$ cat config.mk
export PLATFORM = sky130hd
export DESIGN_NAME = parallel_serial_interface
export DESIGN_NICKNAME = d
export VERILOG_FILES = /design/src/rtl/parallel_serial_interface.sv
export SDC_FILE = /design/constraint.sdc
export NUM_CORES = 1
export LEC_CHECK = 0
export ABC_AREA = 1
export CAP_MARGIN = 40
export CORE_ASPECT_RATIO = 1.5
export CORE_UTILIZATION = 40
export CTS_BUF_LIST = sky130_fd_sc_hd__clkbuf_8
export DETAILED_ROUTE_END_ITERATION = 8
export PLACE_DENSITY = 0.76
export REMOVE_ABC_BUFFERS = 1
export SYNTH_ARGS = -nofsm -noshare
export SYNTH_HDL_FRONTEND = slang
export SYNTH_SLANG_ARGS = --single-unit
$ cat constraint.sdc
create_clock -name clk -period 1.7 [get_ports clk]
set_clock_uncertainty 0.2 [all_clocks]
set_input_delay 0.255 -clock clk [delete_from_list [all_inputs] [get_ports clk]]
set_output_delay 0.255 -clock clk [all_outputs]
set_load 0.005 [all_outputs]
$ cat src/rtl/parallel_serial_interface.sv
// Captures a 3x3 matrix of 16-bit elements on start and streams it out as
// 18 bytes (element a..i, high byte first) over a valid/ready byte link.
// A one-cycle FINISH state carries the done pulse before returning to IDLE.
module parallel_serial_interface (
    input  logic        clk,
    input  logic        rst,
    input  logic        start,
    input  logic [15:0] a_out,
    input  logic [15:0] b_out,
    input  logic [15:0] c_out,
    input  logic [15:0] d_out,
    input  logic [15:0] e_out,
    input  logic [15:0] f_out,
    input  logic [15:0] g_out,
    input  logic [15:0] h_out,
    input  logic [15:0] i_out,
    input  logic        out_ready,
    output logic [7:0]  serial_out,
    output logic        out_valid,
    output logic        busy,
    output logic        done
);

    typedef enum logic [1:0] {
        IDLE   = 2'd0,
        SEND   = 2'd1,
        FINISH = 2'd2
    } state_t;

    // Index of the final byte of a frame (9 elements x 2 bytes - 1).
    localparam logic [4:0] LAST_BYTE = 5'd17;

    state_t      state_q, state_d;
    logic [4:0]  cnt_q, cnt_d;
    logic        capture;

    logic [15:0] elem_in  [0:8];
    logic [7:0]  byte_sel [0:17];

    assign elem_in[0] = a_out;
    assign elem_in[1] = b_out;
    assign elem_in[2] = c_out;
    assign elem_in[3] = d_out;
    assign elem_in[4] = e_out;
    assign elem_in[5] = f_out;
    assign elem_in[6] = g_out;
    assign elem_in[7] = h_out;
    assign elem_in[8] = i_out;

    // One capture register per element; the byte table is a fixed rewiring
    // of those registers, so serial_out never depends on live inputs.
    generate
        for (genvar gi = 0; gi < 9; gi++) begin : g_elem
            logic [15:0] elem_q;

            // Hold the element captured at frame start until the next capture.
            always_ff @(posedge clk) begin
                if (rst) begin
                    elem_q <= '0;
                end else if (capture) begin
                    elem_q <= elem_in[gi];
                end
            end

            assign byte_sel[2*gi]     = elem_q[15:8];
            assign byte_sel[2*gi + 1] = elem_q[7:0];
        end
    endgenerate

    // State and byte counter registers.
    always_ff @(posedge clk) begin
        if (rst) begin
            state_q <= IDLE;
            cnt_q   <= '0;
        end else begin
            state_q <= state_d;
            cnt_q   <= cnt_d;
        end
    end

    // Next-state logic and outputs; outputs decode from registered state only.
    always_comb begin
        state_d    = state_q;
        cnt_d      = cnt_q;
        capture    = 1'b0;
        serial_out = 8'h00;
        out_valid  = 1'b0;
        busy       = 1'b0;
        done       = 1'b0;
        case (state_q)
            IDLE: begin
                if (start) begin
                    capture = 1'b1;
                    cnt_d   = '0;
                    state_d = SEND;
                end
            end
            SEND: begin
                out_valid  = 1'b1;
                busy       = 1'b1;
                serial_out = byte_sel[cnt_q];
                if (out_ready) begin
                    // Counter parks at the last index instead of wrapping.
                    if (cnt_q == LAST_BYTE) begin
                        state_d = FINISH;
                    end else begin
                        cnt_d = cnt_q + 5'd1;
                    end
                end
            end
            FINISH: begin
                done    = 1'b1;
                state_d = IDLE;
            end
            default: begin
                state_d = IDLE;
            end
        endcase
    end

endmodule
==> results by group, run 1 <==
Setup path
  – Stage delay of the slowest cell on the critical path: 380 ps
  – Critical path's most frequent cell: nand2_1
  – Crit path DAT: 2120 ps
  – Kind of cell adding the most delay to the critical path: simple AND/OR/NAND/NOR gates
  – Startpoint class of the critical path: register
  – Sequence of cells on the critical path: buf_6, buf_12, nor2_2, nor2_1, nand2_1, nand2_1, nand2_1, nand2_1, o21ai_1, a21oi_1, buf_2
  – Critical Path Slowest Stage Cell: dfxtp_4
  – CP bufs+invs: 3
  – Start-to-end type of the worst setup path: register to output pin
  – Critical path data required time: 1240 ps
  – Highest fanout seen on the critical path: 6
  – Worst Setup End Kind: output pin

Placement
  – Half-perimeter wire length after placement: 14.47 mm
  – GPL Wtd Cong: 0.8886
  – Total instance count after detailed placement: 1492
  – Setup slack at placement: -538.5 ps
  – DP Area: 9764 µm²
  – Buffers added on ports: 158

Timing
  – Min Clock Period, post-route: 2572 ps
  – Max frequency: 0.3889 GHz
  – Number of pins exceeding their max-slew limit in the final report: 0
  – Tightest Pin Transition: 351.1 ps
  – Count of endpoints failing setup in the final report: 130
  – Worst Hold Slack: 205.5 ps
  – Normalized max-slew margin: 76.44%
  – Setup repair after global routing missed its margin: true
  – Setup slack of the critical path after layout: -871.7 ps
  – Number of hold-slack violations in the final timing report: 0
  – Share of the cycle needed by the critical path after routing: 151.3%

Logic synthesis
  – Number of synthesis warnings: 0
  – Compound-gate portion of the synthesized area: 21.01%
  – Post-synthesis sequential area ratio: 43.49%
  – Yosys top cell by area: dfxtp_1
  – Fraction of synthesized area in multiplexers: 0%
  – Flip-flop and latch count after synthesis: 151
  – Cell count after synthesis: 1038
  – Area share of the leading cell type in the synthesized netlist: 43.49%
  – Count of different cell masters after synthesis: 24
  – Area share of and/or/nand/nor cells after synthesis: 22.38%
  – Adder and majority gate portion of the synthesized area: 0.3600%
  – Synth Area in XOR/XNOR: 0.1260%
  – Mean post-synth cell area: 6.696 µm²
  – Dominant combinational cell family by area after synthesis: simple AND/OR/NAND/NOR gates
  – Cell area after synthesis: 6950 µm²
  – Biggest area contributors in the synthesized netlist: dfxtp_1 43%, nand2_1 13%, a21oi_1 9.4%, o21ai_1 7.7%, inv_1 6.9%

Clock network
  – Max Root-Sink Buffers: 2
  – Insertion delay to the later sink of the worst-skew pair: 450 ps
  – Number of clock sinks seen by CTS: 151
  – Num CTS Buffers: 17
  – Clock tree from TritonCTS: built
  – Root buffer cell: clkbuf_8
  – Clock transition time at the flip-flop clock pins of the worst setup and hold paths: 80 ps
  – Number of buffers inserted by hold repair at cts: 0
  – H-tree Lvls: 4

Hold path
  – Type of the most critical hold path: input pin to register

Floorplan
  – Total die area: 17920 µm²
  – Die Height: 163.4 µm
  – Initial core utilization: 41.11%
  – Width of the die: 109.6 µm
  – Number of rows in the core area: 58
  – Number of top-level pins: 159
  – Core outline area: 16910 µm²

Detailed routing
  – Detailed-router iteration count before antenna repair: 9
  – Final Routed Wirelength: 31.90 mm
  – Detailed-route wire length per cell: 20.33 µm
  – Vias post-DR: 8872
  – Number of routed nets with antenna violations: 0
  – Drt via density: 5.655
  – Drt drc: 0
  – Initial DRC Count: 880

Pwr
  – Peak VDD IR: 0.5595 mV
  – Power density of the placed cells: 875.8 nW/µm²
  – Power after layout: 10.71 mW
  – Leak: 5.271 nW

Global routing
  – Remaining global-route overflow: 0
  – Global router's overall resource usage: 25.06%
  – Maximum number of pins on one net before global-route repair: 51
  – Initial antenna violation count: 0
  – Global-route wire length before repair: 34.60 mm
  – Vias in the first global route: 7525

Layout
  – Filler Cells Inserted: 1036
  – Ant diodes: 0
  – Layout cell share with drive strength beyond 1: 35.03%
  – Commonest non-fill, non-tap cells in the layout: 240 x nand2_1, 147 x dfxtp_1, 147 x clkdlybuf4s50_1
  – Nets@finish: 1498
  – Most common cell after layout, fill and taps aside: nand2_1
  – Post-route insts no fill: 1569
  – Design area: 12230 µm²
  – Area added between synthesis and finish: 75.95%

Run status
  – Status: finished with violations
  – Failing checks: negative setup slack

Job
  – Max-cap violations: 0
==> worst min-delay path, cell delays in order <==
cell and delay [ps]:
clkdlybuf4s50_1 400, nor2_1 110, nor2_1 50
==> final timing paths <==
check	from	endpoint	slack, ps	cells after the start
worst min-delay path	b_out[8]	g_elem[1].elem_q[8]	210	3
worst min register to register	g_elem[5].elem_q[0]	g_elem[5].elem_q[0]	260	2
worst max-delay path	cnt_q[0]	serial_out[0]	-870	11
worst max register to register	cnt_q[0]	cnt_q[1]	-330	10
==> report_power, final <==
part / switching [mW] / internal (mW) / total, mW
Sequential: 0.151 / 3.90 / 4.05
Combinational: 1.99 / 1.83 / 3.83
Clock: 1.38 / 1.45 / 2.83
==> synth_stat cells <==
| cell type | number |
|---|---|
| a21oi_1 | 131 |
| buf_6 | 5 |
| xor2_1 | 1 |
| nor3_2 | 1 |
| nor2_1 | 70 |
| nor3_1 | 2 |
| nor2_2 | 1 |
| inv_2 | 8 |
| o211ai_1 | 2 |
| inv_1 | 128 |
| dfxtp_1 | 151 |
| o21ai_1 | 107 |
| clkbuf_1 | 22 |
| o21ai_2 | 1 |
| o21ai_0 | 49 |
| or2_1 | 2 |
| buf_1 | 1 |
| nor2_4 | 1 |
| nand3_1 | 60 |
| nand2_1 | 247 |
| buf_2 | 42 |
| buf_4 | 2 |
| ha_1 | 2 |
| nor3b_1 | 2 |
==> through the flow <==
stage,util [%],TNS (ps)
global placement,57.75,-23220
detailed placement,57.75,-25060
floorplan,-,-237320
finish,72.32,-14630
CTS,62.43,-5425
global route,72.32,-19190
==> timing repair <==
action	4_1_cts	5_1_grt
gates resized for setup	124	304
setup endpoints to repair	29	159
buffers inserted	10	4
cloned	7	28
pin swaps	14	66
==> logic make-up after synthesis <==
logic type,after synthesis
AND/OR/NAND/NOR,386
AO/OA/AOI/OAI,290
buffers and inverters,208
XOR/XNOR,1
adder cells (fa/ha/maj),2
flip-flops,151
==> final cells by class <==
type / count / area (µm²) / share of cell area [%]
multi-input cells: 679 / 4085 / 33.41
repair buffers: 358 / 3850 / 31.48
flip-flops and latches: 151 / 3030 / 24.78
inverters: 136 / 544.3 / 4.451
well taps: 210 / 262.8 / 2.149
clock buffers: 18 / 247.7 / 2.026
clock inverters: 12 / 138.9 / 1.136
repair inverters: 5 / 70.07 / 0.5729
==> per-layer routing <==
metal  track usage, %  part of all wire, %
met1            26.43                   34
met2            44.91                   49
met3            4.270                  8.6
met4            16.30                  8.3
met5                0                    0
==> flip-flops by register name, summed over array words and instances (netlist names) <==
| signal | cells |
|---|---|
| state_q | 2 |
| g_elem.elem_q | 144 |
| cnt_q | 5 |
Note: power is estimated with default switching activity, not from simulation.
==> run 2, diff against run 1 <==
CTS_CLUSTER_DIAMETER = 40   (was not set)
==> results of run 2 <==
The final DEF is identical to that of run 1; final timing and power are the same.
==> run 3, diff against run 2 <==
ABC_CLOCK_PERIOD_IN_PS = 1700   (was not set)
CTS_BUF_LIST = sky130_fd_sc_hd__clkbuf_4   (was sky130_fd_sc_hd__clkbuf_8)
==> results by group, run 3 (synthesis results as in run 1) <==
Detailed routing
  – Met3 WL: 3.427 mm (+25%)
  – Top layer in use: met4
  – Final Routed Wirelength: 34.21 mm (+7.2%)
  – Vias post-DR: 9219 (+3.9%)
  – Number of routed nets with antenna violations: 0 (unchanged)
  – Detailed-route wire length per cell: 21.61 µm (+6.3%)
  – Sum of met2 wire segment lengths after detailed routing: 16.53 mm (+6.5%)
  – Initial DRC Count: 998 (+13%)
  – Drt drc: 0 (unchanged)
  – Detailed-router iteration count before antenna repair: 7 (-2)
  – Drt via density: 5.824 (+3.0%)
  – Metal1 wirelength: 11.06 mm (+0.59%)

Setup path
  – Crit path DAT: 2290 ps (+170 ps)
  – Launching instance or port of the critical path: cnt_q[2]
  – Worst Setup End Kind: output pin
  – Sequence of cells on the critical path: inv_2, nand2_1, inv_1, nand2_1, nand2_1, o21ai_2, a21oi_2, buf_2
  – Critical path's most frequent cell: nand2_1
  – Highest fanout seen on the critical path: 8 (+2)
  – Start-to-end type of the worst setup path: register to output pin
  – Critical path data required time: 1240 ps (about the same)
  – Startpoint class of the critical path: register
  – Launch point of the worst reg-to-reg path: cnt_q[0]
  – Stage delay of the slowest cell on the critical path: 370 ps (about the same)
  – Critical Path Slowest Stage Cell: dfxtp_1

Run status
  – Status: finished with violations
  – Failing checks: negative setup slack

Timing
  – Number of pins exceeding their max-slew limit in the final report: 0 (unchanged)
  – Normalized max-slew margin: 59.40% (-17 points)
  – Worst Hold Slack: 56.56 ps (-148.9 ps)
  – Setup slack of the critical path after layout: -1040 ps (-168.7 ps)
  – Setup repair after global routing missed its margin: true
  – Count of endpoints failing setup in the final report: 155 (+19%)
  – Number of hold-slack violations in the final timing report: 0 (unchanged)
  – Share of the cycle needed by the critical path after routing: 161.2% (+9.9 points)
  – Tightest Pin Transition: 605.0 ps (+253.9 ps)
  – Setup TNS: -29940 ps (-15310 ps)
  – Max frequency: 0.3649 GHz (-6.2%)
  – Min Clock Period, post-route: 2740 ps (+168.7 ps)

Hold path
  – Startpoint of the lowest-slack hold path: b_out[8]
  – Type of the most critical hold path: input pin to register

Layout
  – Largest register FFs: 144 (unchanged)
  – Most flops, register: g_elem.elem_q
  – Most common cell after layout, fill and taps aside: nand2_1
  – Design area: 12580 µm² (+2.8%)
  – Commonest non-fill, non-tap cells in the layout: 242 x nand2_1, 147 x dfxtp_1, 147 x clkdlybuf4s50_1
  – Filler Cells Inserted: 977 (-5.7%)
  – Utilization after layout: 74.37% (+2.0 points)
  – Area added between synthesis and finish: 80.94%
  – Top Registers: g_elem.elem_q x144, cnt_q x5, state_q x2
  – Nets@finish: 1510 (+0.80%)
  – Layout cell share with drive strength beyond 1: 38.66% (+3.6 points)

Clock network
  – Clock tree from TritonCTS: built
  – Clock transition time at the flip-flop clock pins of the worst setup and hold paths: 150 ps (+70 ps)
  – Number of clock sinks seen by CTS: 151 (unchanged)
  – H-tree Lvls: 4 (unchanged)
  – Number of buffers inserted by hold repair at cts: 0 (unchanged)
  – Root buffer cell: clkbuf_4
  – Insertion delay to the later sink of the worst-skew pair: 600 ps (+150 ps)
  – Num CTS Buffers: 17 (unchanged)
  – Max Root-Sink Buffers: 2 (unchanged)

Global routing
  – Vias in the first global route: 7382 (-1.9%)
  – Initial antenna violation count: 1 (+1)
  – Global-route wire length before repair: 34.22 mm (-1.1%)
  – Remaining global-route overflow: 0 (unchanged)
  – Maximum number of pins on one net before global-route repair: 49 (-3.9%)
  – Global router's overall resource usage: 24.83% (-0.23 points)

Job
  – Max-cap violations: 0 (unchanged)

Placement
  – Buffers added on ports: 158 (unchanged)
  – DP Area: 9764 µm² (unchanged)
  – Half-perimeter wire length after placement: 14.47 mm (unchanged)
  – GPL Wtd Cong: 0.8886 (unchanged)

Floorplan
  – Number of top-level pins: 159 (unchanged)
  – Core outline area: 16910 µm² (unchanged)
  – Initial core utilization: 41.11% (unchanged)
  – Number of rows in the core area: 58 (unchanged)
  – Die Height: 163.4 µm (unchanged)
  – Total die area: 17920 µm² (unchanged)
  – Width of the die: 109.6 µm (unchanged)

Pwr
  – Peak VDD IR: 0.5129 mV (-8.3%)
  – Leak: 5.347 nW (+1.4%)
  – Power density of the placed cells: 843.5 nW/µm² (-3.7%)
## run 3: cell count changes in the layout (fill, tap and decap cells not counted), sizes merged
cell and change:
inv -4, clkbuf +5, diode +2, clkinv +1, buf +10
## run 3: critical path: cells and delay by family (launching register included)
kind	cells	cell delay (ps)
DFF	1	370
buffers and inverters	3	570
AOI/OAI and AO/OA	2	300
and+or+nand+nor	3	450
## run 3: final timing paths
check             slack [ps]              endpoint  depth (start not counted)
hold reg to reg          270  g_elem[7].elem_q[15]                          2
setup reg to reg        -450              cnt_q[2]                         11
hold / removal            60   g_elem[1].elem_q[8]                          3
setup / recovery       -1040         serial_out[5]                          8
## run 3: power breakdown
part           switching [mW]  internal, mW  total (mW)  leakage (nW)
Clock                    1.37          1.04        2.41         0.160
Combinational            2.15          1.98        4.13          3.94
Sequential              0.163          3.91        4.07          1.25
## run 3: metrics by stage
stage	power (mW)	std cells	setup slack [ps]
global route	10.89	1582	-1014
detailed placement	6.472	1492	-538.5
global placement	6.418	1492	-538.6
floorplan	5.227	966	-1848
finish	10.61	1583	-1040
CTS	9.033	1541	-719.9
## run 3: what timing repair did
item / 4_1_cts / 5_1_grt
pin swaps: 17 / 89
setup buffers: 11 / 12
resized for setup: 133 / 362
endpoints found under the setup margin: 34 / 162
gates cloned: 8 / 31
## run 3: cell type report
type | count | area, µm² | area share [%]
antenna | 2 | 5.005 | 0.03980
timing repair inverter | 4 | 60.06 | 0.4776
timing repair buffer | 371 | 4095 | 32.56
tap | 210 | 262.8 | 2.089
multi-input combinational | 679 | 4305 | 34.24
inverter | 136 | 535.5 | 4.258
clock buffer | 20 | 150.1 | 1.194
clock inverter | 10 | 131.4 | 1.045
sequential | 151 | 3030 | 24.10
## run 3: routing by layer
metal / GRT usage, % / vias to the layer above
li1: - / 3948
met4: 16.42 / 0
met5: 0 / -
met2: 44.51 / 733
met1: 26.68 / 4249
met3: 3.232 / 289
